--- src/rtl/sar_pkg.sv ---
// rtl/sar_pkg.sv - shared types and constants for the SAR code averager
package sar_pkg;

   typedef enum logic [1:0] {
      IDLE  = 2'd0,
      ARM   = 2'd1,
      ACCUM = 2'd2
   } sar_state_t;

   localparam int CODE_W_DEF   = 5;
   localparam int OSR_LOG2_MIN = 0;
   localparam int OSR_LOG2_MAX = 4;

   // Sample counter needs at least one bit even when averaging a single code
   function automatic int cnt_width(input int osr_log2);
      return (osr_log2 > 1) ? osr_log2 : 1;
   endfunction

endpackage

--- src/rtl/sar_avg_acc.sv ---
// rtl/sar_avg_acc.sv - accumulator, sample counter, rounding and result-pending strobe
// Rounding to nearest when SAR_AVG_ROUND_EN is defined, truncation otherwise.
module sar_avg_acc
   import sar_pkg::*;
#(
   parameter int CODE_W   = CODE_W_DEF,
   parameter int OSR_LOG2 = 2
) (
   input  logic              clock,
   input  logic              reset,
   input  logic              clear,
   input  logic              sample,
   input  logic [CODE_W-1:0] code,
   output logic [CODE_W-1:0] result,
   output logic              result_pend
);

   localparam int AW = CODE_W + OSR_LOG2;
   localparam int CW = cnt_width(OSR_LOG2);
   localparam logic [CW-1:0] CNT_LAST = CW'((1 << OSR_LOG2) - 1);

   logic [AW-1:0] acc;
   logic [AW-1:0] acc_final;
   logic [AW-1:0] rsum;
   logic [CW-1:0] cnt;
   logic          last;

   assign acc_final = acc + AW'(code);
   assign last      = (cnt == CNT_LAST);

`ifdef SAR_AVG_ROUND_EN
   localparam int HS = (OSR_LOG2 > 0) ? OSR_LOG2 - 1 : 0;
   localparam logic [AW-1:0] HALF = (OSR_LOG2 > 0) ? (AW'(1) << HS) : '0;
   assign rsum = acc_final + HALF;
`else
   assign rsum = acc_final;
`endif

   always_ff @(posedge clock or negedge reset) begin
      if (!reset) begin
         acc         <= '0;
         cnt         <= '0;
         result      <= '0;
         result_pend <= 1'b0;
      end else begin
         result_pend <= 1'b0;
         if (clear) begin
            acc <= '0;
            cnt <= '0;
         end else if (sample) begin
            // The last sample closes the window in the same edge it is added
            if (last) begin
               acc         <= '0;
               cnt         <= '0;
               result      <= CODE_W'(rsum >> OSR_LOG2);
               result_pend <= 1'b1;
            end else begin
               acc <= acc_final;
               cnt <= cnt + 1'b1;
            end
         end
      end
   end

endmodule

--- src/rtl/sar_code_averager.sv ---
// rtl/sar_code_averager.sv - SAR start/capture FSM, eoc edge detect and valid/ready result port
// Optional build macro: SAR_AVG_ROUND_EN (round-to-nearest averaging).
module sar_code_averager
   import sar_pkg::*;
#(
   parameter int CODE_W   = CODE_W_DEF,
   parameter int OSR_LOG2 = 2
) (
   input  logic              clock,
   input  logic              reset,
   input  logic              enable,
   input  logic              eoc,
   input  logic [CODE_W-1:0] code,
   output logic              start,
   output logic [CODE_W-1:0] data_out,
   output logic              data_valid,
   input  logic              data_ready,
   output logic              overrun,
   output logic              busy
);

   sar_state_t        state, state_next;
   logic              eoc_q;
   logic              sample_ev;
   logic              take;
   logic              arm_entry;
   logic              acc_clear;
   logic [CODE_W-1:0] result;
   logic              result_pend;

   assign sample_ev = eoc & ~eoc_q;
   assign acc_clear = ~busy | ~enable;

   always_ff @(posedge clock or negedge reset) begin
      if (!reset) begin
         state <= IDLE;
         eoc_q <= 1'b0;
      end else begin
         state <= state_next;
         eoc_q <= eoc;
      end
   end

   // Dropping enable wins over a coincident sample event
   always_comb begin
      state_next = state;
      start      = 1'b0;
      busy       = 1'b0;
      take       = 1'b0;
      arm_entry  = 1'b0;
      case (state)
         IDLE: begin
            if (enable) begin
               state_next = ARM;
               arm_entry  = 1'b1;
            end
         end
         ARM: begin
            start = 1'b1;
            busy  = 1'b1;
            if (!enable) begin
               state_next = IDLE;
            end else if (sample_ev) begin
               take       = 1'b1;
               state_next = ACCUM;
            end
         end
         ACCUM: begin
            busy = 1'b1;
            if (!enable) begin
               state_next = IDLE;
            end else begin
               take = sample_ev;
            end
         end
         default: state_next = IDLE;
      endcase
   end

   sar_avg_acc #(
      .CODE_W   (CODE_W),
      .OSR_LOG2 (OSR_LOG2)
   ) u_acc (
      .clock       (clock),
      .reset       (reset),
      .clear       (acc_clear),
      .sample      (take),
      .code        (code),
      .result      (result),
      .result_pend (result_pend)
   );

   always_ff @(posedge clock or negedge reset) begin
      if (!reset) begin
         data_out   <= '0;
         data_valid <= 1'b0;
         overrun    <= 1'b0;
      end else begin
         if (arm_entry) begin
            overrun <= 1'b0;
         end
         // A handshake on the load edge consumes the old result cleanly
         if (result_pend) begin
            data_out   <= result;
            data_valid <= 1'b1;
            if (data_valid && !data_ready) begin
               overrun <= 1'b1;
            end
         end else if (data_valid && data_ready) begin
            data_valid <= 1'b0;
         end
      end
   end

endmodule

--- config.mk ---
export PLATFORM = sky130hd
export DESIGN_NAME = sar_code_averager
export DESIGN_NICKNAME = d
export VERILOG_FILES = /design/src/rtl/sar_pkg.sv /design/src/rtl/sar_avg_acc.sv /design/src/rtl/sar_code_averager.sv
export SDC_FILE = /design/constraint.sdc
export NUM_CORES = 1
export LEC_CHECK = 0
export BUFFER_PORTS_ARGS = -buffer_cell sky130_fd_sc_hd__buf_4
export CAP_MARGIN = 15
export CORE_MARGIN = 4
export CORE_UTILIZATION = 59
export DETAILED_ROUTE_END_ITERATION = 8
export HOLD_SLACK_MARGIN = 0.05
export PLACE_DENSITY = 0.86
export SLEW_MARGIN = 40
export SYNTH_ARGS = -nofsm -noshare
export SYNTH_HDL_FRONTEND = slang
export SYNTH_SLANG_ARGS = --single-unit
--- constraint.sdc ---
create_clock -name clock -period 3.2 [get_ports clock]
set_input_delay 0.48 -clock clock [delete_from_list [all_inputs] [get_ports clock]]
set_output_delay 0.48 -clock clock [all_outputs]
set_load 0.05 [all_outputs]
# After elaboration in Yosys (flattened, before gate mapping)
# Cells that the tools add are included.
classes:
  eq_ne: 6
  n_bitwise: 6
  reduce_logical: 9
  muxes: 27
  addsub: 2
ops:
  columns: ["op", "count"]
  rows:
  - ["2-to-1 mux 7 bit", 3]
  - ["2-to-1 mux 1 bit", 15]
  - ["2-to-1 mux 2 bit", 7]
  - ["adder 7 x 5 -> 7 bit", 1]
  - ["case mux 2 bit (3 select lines)", 1]
  - ["AND reduction 3 bit", 2]
  - ["equality test 2 bit (second input constant)", 2]
  - ["inequality test 2 bit (second input constant)", 2]
  - ["inverter 1 bit", 4]
  - ["nonzero test 2 bit", 2]
  - ["inequality test 3 bit (second input constant)", 1]
  - ["adder 2 x 1 -> 2 bit (second input constant)", 1]
  - ["equality test 2 x 1 -> 1 bit (second input constant)", 1]
  - ["logical AND 1 bit", 2]
  - ["zero test 2 bit", 1]
  - ["case mux 1 bit (2 select lines)", 1]
  - ["OR reduction 2 bit", 1]
  - ["AND 1 bit", 1]
  - ["zero test 1 bit", 1]
  - ["bitwise OR 1 bit", 1]
word_totals:
  out_inout_bits: 9
  reg_bits: 25
  word_cells: 59

# Longest topological paths before layout
# Gate-level depths: netlist (run 1).
depth:
  ltp_word: 7
  depth_mapped: 7
  depth_no_buf: 7

# Modules after synthesis
# Synthesis (run 1) repeated with hierarchy kept, for this count alone.
unflattened:
  cells_unflattened: 129
  area_unflattened_um2: 1376.3
by_module_without_submodules:
  columns: ["module", "n_inst", "cells_each", "area_per_inst_um2"]
  rows:
  - ["sar_avg_acc", 1, 94, 912.1]
  - ["sar_code_averager", 1, 35, 464.2]

# Worst setup path after synthesis (run 1)
# No wires, ideal clock.
synth_timing:
  path_kind: "reg2reg"
  from: "register state[1]"
  to: "register u_acc.result[0]"
  path_slack_ps: 1134
  synth_period_minus_slack_ps: 2066
  path_stages_with_launch: 7
  t_arrival_ps: 1939
  n_path_buf: 0
  setup_ps: 127
  t_required_ps: 3073
  path_cell_list: "dfrtp_1 inv_1 ha_1 nand2_2 or3_4 clkinv_2 mux2_1"
synth_via:
  elab_chain_len: 7
  elab_cells_between_ends: 9
  classes_between: "eq/ne: 2; mux: 2; bitwise: 3; reduce/logical: 2"
synth_lines:
  columns: ["element", "line", "rtl"]
  rows:
  - ["from (decl)", "sar_code_averager.sv:22", "sar_state_t state, state_next;"]
  - ["from (signal assigned)", "sar_code_averager.sv:39", "state <= state_next;"]
  - ["equality test 2 bit or equality test 2 x 1 -> 1 bit (tied branches)", "sar_code_averager.sv:51", "case (state)"]
  - ["OR reduction 2 bit (no line) (*)", null, null]
  - ["2-to-1 mux 1 bit (*)", "sar_code_averager.sv:51", null]
  - ["net busy", "sar_code_averager.sv:19", "output logic busy"]
  - ["inverter 1 bit (*)", "sar_code_averager.sv:32", "assign acc_clear = ~busy | ~enable;"]
  - ["bitwise OR 1 bit (*)", "sar_code_averager.sv:32", null]
  - ["inverter 1 bit (no line) (*)", null, null]
  - ["AND reduction 3 bit (no line) (*)", null, null]
  - ["to (signal assigned)", "sar_avg_acc.sv:55", "result <= CODE_W'(rsum >> OSR_LOG2);"]
  - ["to (decl)", "sar_avg_acc.sv:14", "output logic [CODE_W-1:0] result,"]
# Mark *: on every way through the listed nets, which the timed path passes. The rest lies on a longest branch.
# A chain may end at the register's enable or synchronous reset.

# Worst setup path in the final report (run 1)
layout_timing:
  from: "register u_acc.acc[0]"
  to: "register u_acc.result[2]"
layout_via:
  elab_chain_len: 1
layout_lines:
  columns: ["element", "line", "rtl"]
  rows:
  - ["from (decl)", "sar_avg_acc.sv:22", "logic [AW-1:0] acc;"]
  - ["from (signal assigned)", "sar_avg_acc.sv:58", "acc <= acc_final;"]
  - ["adder 7 x 5 -> 7 bit", "sar_avg_acc.sv:28", "assign acc_final = acc + AW'(code);"]
# Every way passes these cells.

==> impl_metrics.yaml, run 1 <==
critical_path:
  crit_buf_inv: 0
  crit_type: "flop to flop"
  crit_slowest_cell: "dfrtp_1"
  cp_top_family: "adder cells"
  crit_path_max_incr_delay_ns: 0.41
  path_cells: "ha_1, fa_1, a21oi_1, o21bai_1, xor2_1, mux2_1"
  critPathMaxFanout: 2
  worstSetupStartpointType: "flop"
  ff2ff_path_depth: 6
  cp-end-kind: "flop"
  cp.depth: 6
  required_ns: 3.41
  crit_arrival_ns: 2.09
cts:
  cts_max_level: 1
  worstSkewPairLatency_ns: 0.31
  cts_buffers: 3
  cts_tree: "built"
  cts_setup_buffers: 0
  path_clk_slew_ns: 0.13
  cts_root_buf: "clkbuf_4"
  clock_sinks: 25
  cts_buffer_depth: 2
global_route:
  track_usage: 0.1838
  grt_pass1_vias: 926
  grt_max_degree: 26
  grtUsageMet3: 0.03815
  use_met2: 0.3127
  grt_pass1_wl_um: 3808
  grt.met1_usage: 0.2103
  grt_antenna_before_repair: 0
  grt-ovfl-total: 0
  grt_busiest_layer: "met2"
yosys:
  synth.top_cell.area_share: 0.4941
  ys_seq_area_frac: 0.4941
  syn_nets: 127
  synth_top_cells_by_count: "25 x dfrtp_1, 10 x ha_1, 7 x mux2_2, 7 x nand2_1"
  synth-seq-cells: 25
  synth.distinct_cells: 33
  avgSynthCellArea_sq_um: 11.95
  synth_edf_count: 0
  async_reset_ff_frac: 1.000
  netlist_area_sq_um: 1266
  yosysTopAreaCell: "dfrtp_1"
  yosysMostFrequentCell: "dfrtp_1"
  ys.flop_type: "dfrtp_1"
  synthTopCellsByArea: "dfrtp_1 49%, ha_1 9.9%, mux2_2 6.2%, a22o_1 3.5%, mux2_1 2.7%"
  synth_warnings: 0
  synthCells: 106
finish:
  drive_gt1_frac: 0.2677
  diodes: 0
  nets: 149
  final_cells: 154
  area.growth.synth_to_final_pct: 15.91
sta:
  fmax_mhz: 530.4
  rsz0062_at_grt: "no"
  worst_pin_slew_ns: 0.5794
  slew_viol_final: 0
  finClkSkew_ns: 0.005725
  hold_violations: 0
  maxSlewHeadroom: 0.6129
  timing.final.crit_share: 0.5892
  setup_viol_count_final: 0
  fin_crit_ns: 1.885
  tns_ns: 0
floorplanning:
  core-area_sq_um: 2002
  die_h_um: 54.33
  die_w_um: 54.33
  die_area_sq_um: 2951
  start_util: 0.6325
  placementRows: 16
  pin_count: 19
min_path:
  hp-class: "input port to flop"
  hold_path_depth: 1
placement:
  hpwl_um: 1679
  place_congestion: 0.8543
  dp_cells: 149
  portBuffers: 18
detailed_routing:
  drt_iter0_drc: 15
  viasPerCell: 5.675
  vias: 874
  wl_per_cell_um: 14.88
  drtPass1Iterations: 4
  wirelength_um: 2292
  antenna_left: 0
  route.detailed.drc: 0
power:
  power_density_nw_per_um2: 521.4
  vdd_ir_drop_max_mv: 0.3707
  power_leakage_nw: 0.7472
outcome:
  status: "finished clean"
flow_run:
  cap_viol_max_count: 0
final cells by class:
cell class,instances,area [sq um]
clock buffers,3,22.52
clock inverters,1,7.507
fillers,143,534.3
inverters,7,27.53
multi-input cells,72,605.6
flip-flops and latches,25,625.6
well taps,27,33.78
repair buffers,19,145.1
layer usage:
metal  wire length, um  vias up
met2              1190       28
met5                 0        -
li1                  -      417
met4                55        0
met3                94        8
met1               950      421
metrics by stage:
step                utilization  setup slack, ns  total power [mW]  instance area [sq um]  hold WS [ns]
floorplan                     -            1.134            0.5674                   1266        0.1844
global placement         0.7131            1.147            0.6232                   1428        0.3925
detailed placement       0.7131            1.115            0.6334                   1428        0.3926
CTS                      0.7331            1.303            0.7726                   1468        0.2913
global route             0.7331            1.231            0.8177                   1468        0.2685
finish                   0.7331            1.315            0.7652                   1468        0.3018
placed cells by master (no fill, tap or decap), types with 3 or more instances in the layout:
master / instances
inv_1: 6
clkbuf_4: 3
mux2_2: 7
ha_1: 10
buf_4: 18
nand2_1: 7
dfrtp_1: 25
mux2_1: 3
nor2_1: 3
a22o_1: 5
nand3_1: 4
a21oi_1: 6
power breakdown:
part           switching [mW]  internal, mW  leakage [nW]
clock network          0.0880        0.0476        0.0139
registers              0.0211         0.340         0.343
logic                   0.170        0.0989         0.390
what timing repair did:
item,CTS,global route
endpoints found under the hold margin,25,0
hold buffers,1,0
gates resized for setup,0,0
cells by family (layout without fill, tap and decap cells):
logic type      after synthesis  after routing  synth area share
simple gates                 23             23            0.1087
buf+inv                       9             30           0.02767
mux                          12             12            0.1047
fa+ha+maj                    11             11            0.1146
xor+xnor                      4              4           0.02767
flops                        25             25            0.4941
compound gates               22             22            0.1225
flip-flops by register name, indices dropped and copies added (netlist names):
| register | count |
|---|---|
| data_out | 5 |
| data_valid | 1 |
| eoc_q | 1 |
| overrun | 1 |
| state | 2 |
| u_acc.acc | 7 |
| u_acc.cnt | 2 |
| u_acc.result | 5 |
| u_acc.result_pend | 1 |
final timing paths:
path	startpoint	slack, ns	endpoint
hold reg to reg	u_acc.result[1]	0.50	u_acc.result[1]
min in group asynchronous	reset	0.62	data_out[4]
setup / recovery	u_acc.acc[0]	1.31	u_acc.result[2]
max in group asynchronous	reset	2.35	u_acc.acc[0]
setup reg to reg	u_acc.acc[0]	1.31	u_acc.result[2]
hold / removal	eoc	0.30	eoc_q
(Power assumes the default switching activity.)
==> inputs of run 2 (changes only) <==
- CORE_UTILIZATION: 59 -> 55
- PLACE_DENSITY: 0.86 -> 0.81
- clock period: 3.2 -> 1.8 ns (I/O delays scaled with it)
==> impl_metrics.yaml, run 2 (same netlist as run 1, synthesis figures left out) <==
outcome:
  status: "finished clean"
detailed_routing:
  viasPerCell: 5.453
  wirelength_um: 2228
  antenna_left: 0
  wl_per_cell_um: 13.84
  vias: 878
  drt_iter0_drc: 8
  drtPass1Iterations: 4
  route.detailed.drc: 0
cts:
  worstSkewPairLatency_ns: 0.33
  cts_tree: "built"
  cts_buffers: 3
  cts_root_buf: "clkbuf_4"
  cts_buffer_depth: 2
  path_clk_slew_ns: 0.14
  cts_max_level: 1
  clock_sinks: 25
finish:
  top_register: "u_acc.acc"
  reg_top3: "u_acc.acc (7), data_out (5), u_acc.result (5)"
  drive_gt1_frac: 0.3459
  diodes: 0
  layout_commonest_cell: "dfrtp_1"
  largest_reg_flops: 7
  final_cells: 161
  nets: 155
  area.growth.synth_to_final_pct: 22.33
  final_cell_mix: "25 x dfrtp_1, 24 x buf_4, 8 x ha_1"
min_path:
  min_to: "eoc_q"
  hp-class: "input port to flop"
  holdCritStartpoint: "eoc"
  hold_path_depth: 1
sta:
  hold_violations: 0
  finClkSkew_ns: 0.004211
  tns_ns: 0
  timing.final.crit_share: 0.9975
  fin_ws_ns: 0.004433
  rsz0062_at_grt: "yes"
  fin_hold_ws_ns: 0.06648
  setup_viol_count_final: 0
  fin_crit_ns: 1.796
  fmax_mhz: 556.9
  worst_pin_slew_ns: 0.3136
  maxSlewHeadroom: 0.7909
  slew_viol_final: 0
global_route:
  track_usage: 0.1593
  grt_antenna_before_repair: 0
  grt_max_degree: 26
  grt_pass1_vias: 915
  grt_pass1_wl_um: 3919
  grt-ovfl-total: 0
placement:
  dp_slack_ns: -0.06544
  hpwl_um: 1721
  portBuffers: 18
  dp_cells: 154
  place_congestion: 0.8059
critical_path:
  crit_type: "flop to flop"
  required_ns: 2.03
  r2r_start: "u_acc.acc[0]"
  startpoint: "u_acc.acc[0]"
  crit_arrival_ns: 2.03
  worstReg2RegEnd: "u_acc.result[2]"
  ff2ff_path_depth: 6
  worstSetupStartpointType: "flop"
  cp-end-kind: "flop"
  r2r_slack_ns: 0.004
  critPathMaxFanout: 2
power:
  power_density_nw_per_um2: 940.5
  vdd_ir_drop_max_mv: 0.6928
  power_leakage_nw: 0.7755
floorplanning:
  placementRows: 17
  pin_count: 19
  start_util: 0.5724
  die_area_sq_um: 3134
  core-area_sq_um: 2212
  die_h_um: 55.98
  die_w_um: 55.98
flow_run:
  cap_viol_max_count: 0
-- run 2: worst max-delay path by stage --
| stage | cells after the start | endpoint | slack, ns |
|---|---|---|---|
| 5_1_grt | 6 | u_acc.result[2] | -0.05 |
| 3_3_place_gp | 7 | u_acc.result[2] | -0.04 |
| 6_report | 6 | u_acc.result[2] | 0.004 |
| 3_5_place_dp | 7 | u_acc.result[2] | -0.07 |
| 2_1_floorplan | 6 | u_acc.result[0] | 0.02 |
| 4_1_cts | 6 | u_acc.result[2] | 0.02 |
-- run 2: through the flow --
| step | cell area (sq um) | utilization | power [mW] |
|---|---|---|---|
| 3_3_place_gp | 1471 | 0.6652 | 1.166 |
| 3_5_place_dp | 1471 | 0.6652 | 1.189 |
| 2_1_floorplan | 1279 | - | 1.052 |
| 4_1_cts | 1518 | 0.6861 | 1.454 |
| 5_1_grt | 1549 | 0.7002 | 1.546 |
| 6_report | 1549 | 0.7002 | 1.457 |
-- run 2: critical path, cell delays in order (launching register included) --
cell,delay (ns)
dfrtp_1,0.44
ha_4,0.18
fa_2,0.40
a21oi_2,0.17
o21bai_1,0.10
xor2_1,0.16
mux2_4,0.26
-- run 2: repair_timing --
| item | 4_1_cts | 5_1_grt |
|---|---|---|
| setup buffers | 0 | 2 |
| hold buffers | 1 | 0 |
| endpoints found under the hold margin | 25 | 0 |
| setup endpoints to repair | 2 | 5 |
| gates resized for setup | 2 | 4 |
| pin swaps | 0 | 3 |
-- run 2: area by class of cell --
cell class / instances / area [sq um]
Clock buffer: 3 / 22.52
Clock inverter: 1 / 7.507
Fill cell: 169 / 663.1
Inverter: 7 / 27.53
Multi-Input combinational cell: 72 / 640.6
Sequential cell: 25 / 625.6
Tap cell: 28 / 35.03
Timing Repair Buffer: 25 / 190.2
-- run 2: power breakdown --
part           total (mW)  internal [mW]  switching (mW)
Combinational       0.553          0.231           0.322
Clock               0.263         0.0852           0.178
Sequential          0.641          0.604          0.0367
Total                1.46          0.920           0.537
-- run 2: metal layers --
metal	GRT usage	up-vias	wire [um]
li1	-	432	-
met1	0.1890	422	966
met2	0.2771	19	1118
met3	0.02320	5	91
met4	0.08136	0	53
met5	0	-	0
==> inputs of run 3 (changes only) <==
- MAX_ROUTING_LAYER: default -> met4
==> impl_metrics.yaml, run 3 (same netlist as run 1, synthesis figures left out) <==
sta:
  slew_viol_final: 0
  timing.final.crit_share: 0.9975
  setup_viol_count_final: 0
  worst_pin_slew_ns: 0.3136
  finClkSkew_ns: 0.004196
  fin_crit_ns: 1.796
  maxSlewHeadroom: 0.7909
  tns_ns: 0
  fmax_mhz: 556.9
  fin_ws_ns: 0.004413
  rsz0062_at_grt: "yes"
  hold_violations: 0
global_route:
  grt_pass1_wl_um: 3919
  grt-ovfl-total: 0
  grt_antenna_before_repair: 0
  grt_pass1_vias: 915
  track_usage: 0.1637
  grt_max_degree: 26
critical_path:
  crit_buf_inv: 0
  startpoint: "u_acc.acc[0]"
  crit_slowest_cell: "dfrtp_1"
  cp_top_family: "adder cells"
  worstSetupStartpointType: "flop"
  cp-end-kind: "flop"
  crit_arrival_ns: 2.03
  path_cells: "ha_4, fa_2, a21oi_2, o21bai_1, xor2_1, mux2_4"
  critPathMaxFanout: 2
  r2r_start: "u_acc.acc[0]"
  crit_type: "flop to flop"
  cp.depth: 6
  ff2ff_path_depth: 6
  required_ns: 2.03
  crit_path_max_incr_delay_ns: 0.44
detailed_routing:
  route.detailed.drc: 0
  drt_iter0_drc: 8
  antenna_left: 0
  wl_per_cell_um: 13.84
  wirelength_um: 2228
  drtPass1Iterations: 4
  viasPerCell: 5.453
  vias: 878
min_path:
  holdCritStartpoint: "eoc"
  hold_path_depth: 1
  hp-class: "input port to flop"
floorplanning:
  die_h_um: 55.98
  placementRows: 17
  core-area_sq_um: 2212
  start_util: 0.5724
  die_w_um: 55.98
  pin_count: 19
  die_area_sq_um: 3134
finish:
  reg_top3: "u_acc.acc (7), data_out (5), u_acc.result (5)"
  fill_cells: 169
  final_cell_mix: "25 x dfrtp_1, 24 x buf_4, 8 x ha_1"
  area.growth.synth_to_final_pct: 22.33
  nets: 155
  top_register: "u_acc.acc"
  layout_commonest_cell: "dfrtp_1"
  largest_reg_flops: 7
  finish.utilization: 0.7002
  diodes: 0
  drive_gt1_frac: 0.3459
placement:
  hpwl_um: 1721
  portBuffers: 18
  dp_slack_ns: -0.06544
  place_congestion: 0.8177
flow_run:
  cap_viol_max_count: 0
cts:
  cts_max_level: 1
  worstSkewPairLatency_ns: 0.33
  cts_root_buf: "clkbuf_4"
  cts_buffer_depth: 2
  cts_tree: "built"
  clock_sinks: 25
  cts_buffers: 3
  path_clk_slew_ns: 0.14
power:
  power_density_nw_per_um2: 940.5
  power_leakage_nw: 0.7755
  vdd_ir_drop_max_mv: 0.6928
outcome:
  status: "finished clean"
[run 3: path summary, 6_finish.rpt]
check                                  end  slack, ns
max                        u_acc.result[2]      0.004
min                                  eoc_q       0.07
max reg2reg                u_acc.result[2]      0.004
min reg2reg                u_acc.result[3]       0.50
max in group asynchronous     u_acc.acc[0]       1.20
min in group asynchronous  u_acc.result[3]       0.36
[run 3: timing repair]
item / in CTS / in global routing
buffers inserted: 0 / 2
resized for setup: 2 / 4
pin swaps: 0 / 3
hold endpoints to repair: 25 / 0
setup endpoints to repair: 2 / 5
hold buffers: 1 / 0
[run 3: power by group]
| part | internal (mW) | switching (mW) |
|---|---|---|
| logic | 0.231 | 0.322 |
| clock network | 0.0852 | 0.178 |
| registers | 0.604 | 0.0367 |
| total | 0.920 | 0.537 |
[run 3: worst register-to-register path: stages, from the launching register on]
cell and delay [ns]:
dfrtp_1 0.44, ha_4 0.18, fa_2 0.40, a21oi_2 0.17
o21bai_1 0.10, xor2_1 0.16, mux2_4 0.26
[run 3: through the flow]
stage | power (mW) | cell area (sq um) | hold WS (ns) | cells
finish | 1.457 | 1549 | 0.06648 | 161
detailed placement | 1.189 | 1471 | 0.1905 | 154
floorplan | 1.052 | 1279 | -0.02559 | 106
global route | 1.546 | 1549 | 0.05652 | 161
CTS | 1.454 | 1518 | 0.05968 | 159
global placement | 1.166 | 1471 | 0.1869 | 154
[run 3: layer usage]
| metal | up-vias | wire length (um) | global-route usage |
|---|---|---|---|
| met5 | - | 0 | - |
| met3 | 5 | 85 | 0.02088 |
| met2 | 19 | 1118 | 0.2771 |
| li1 | 432 | - | - |
| met4 | 0 | 53 | 0.08136 |
| met1 | 422 | 972 | 0.1905 |
[run 3: layout make-up]
type / count / area (sq um) / area share
repair buffers: 25 / 190.2 / 0.1228
well taps: 28 / 35.03 / 0.02262
multi-input cells: 72 / 640.6 / 0.4136
clock inverters: 1 / 7.507 / 0.004847
inverters: 7 / 27.53 / 0.01777
clock buffers: 3 / 22.52 / 0.01454
flip-flops and latches: 25 / 625.6 / 0.4039
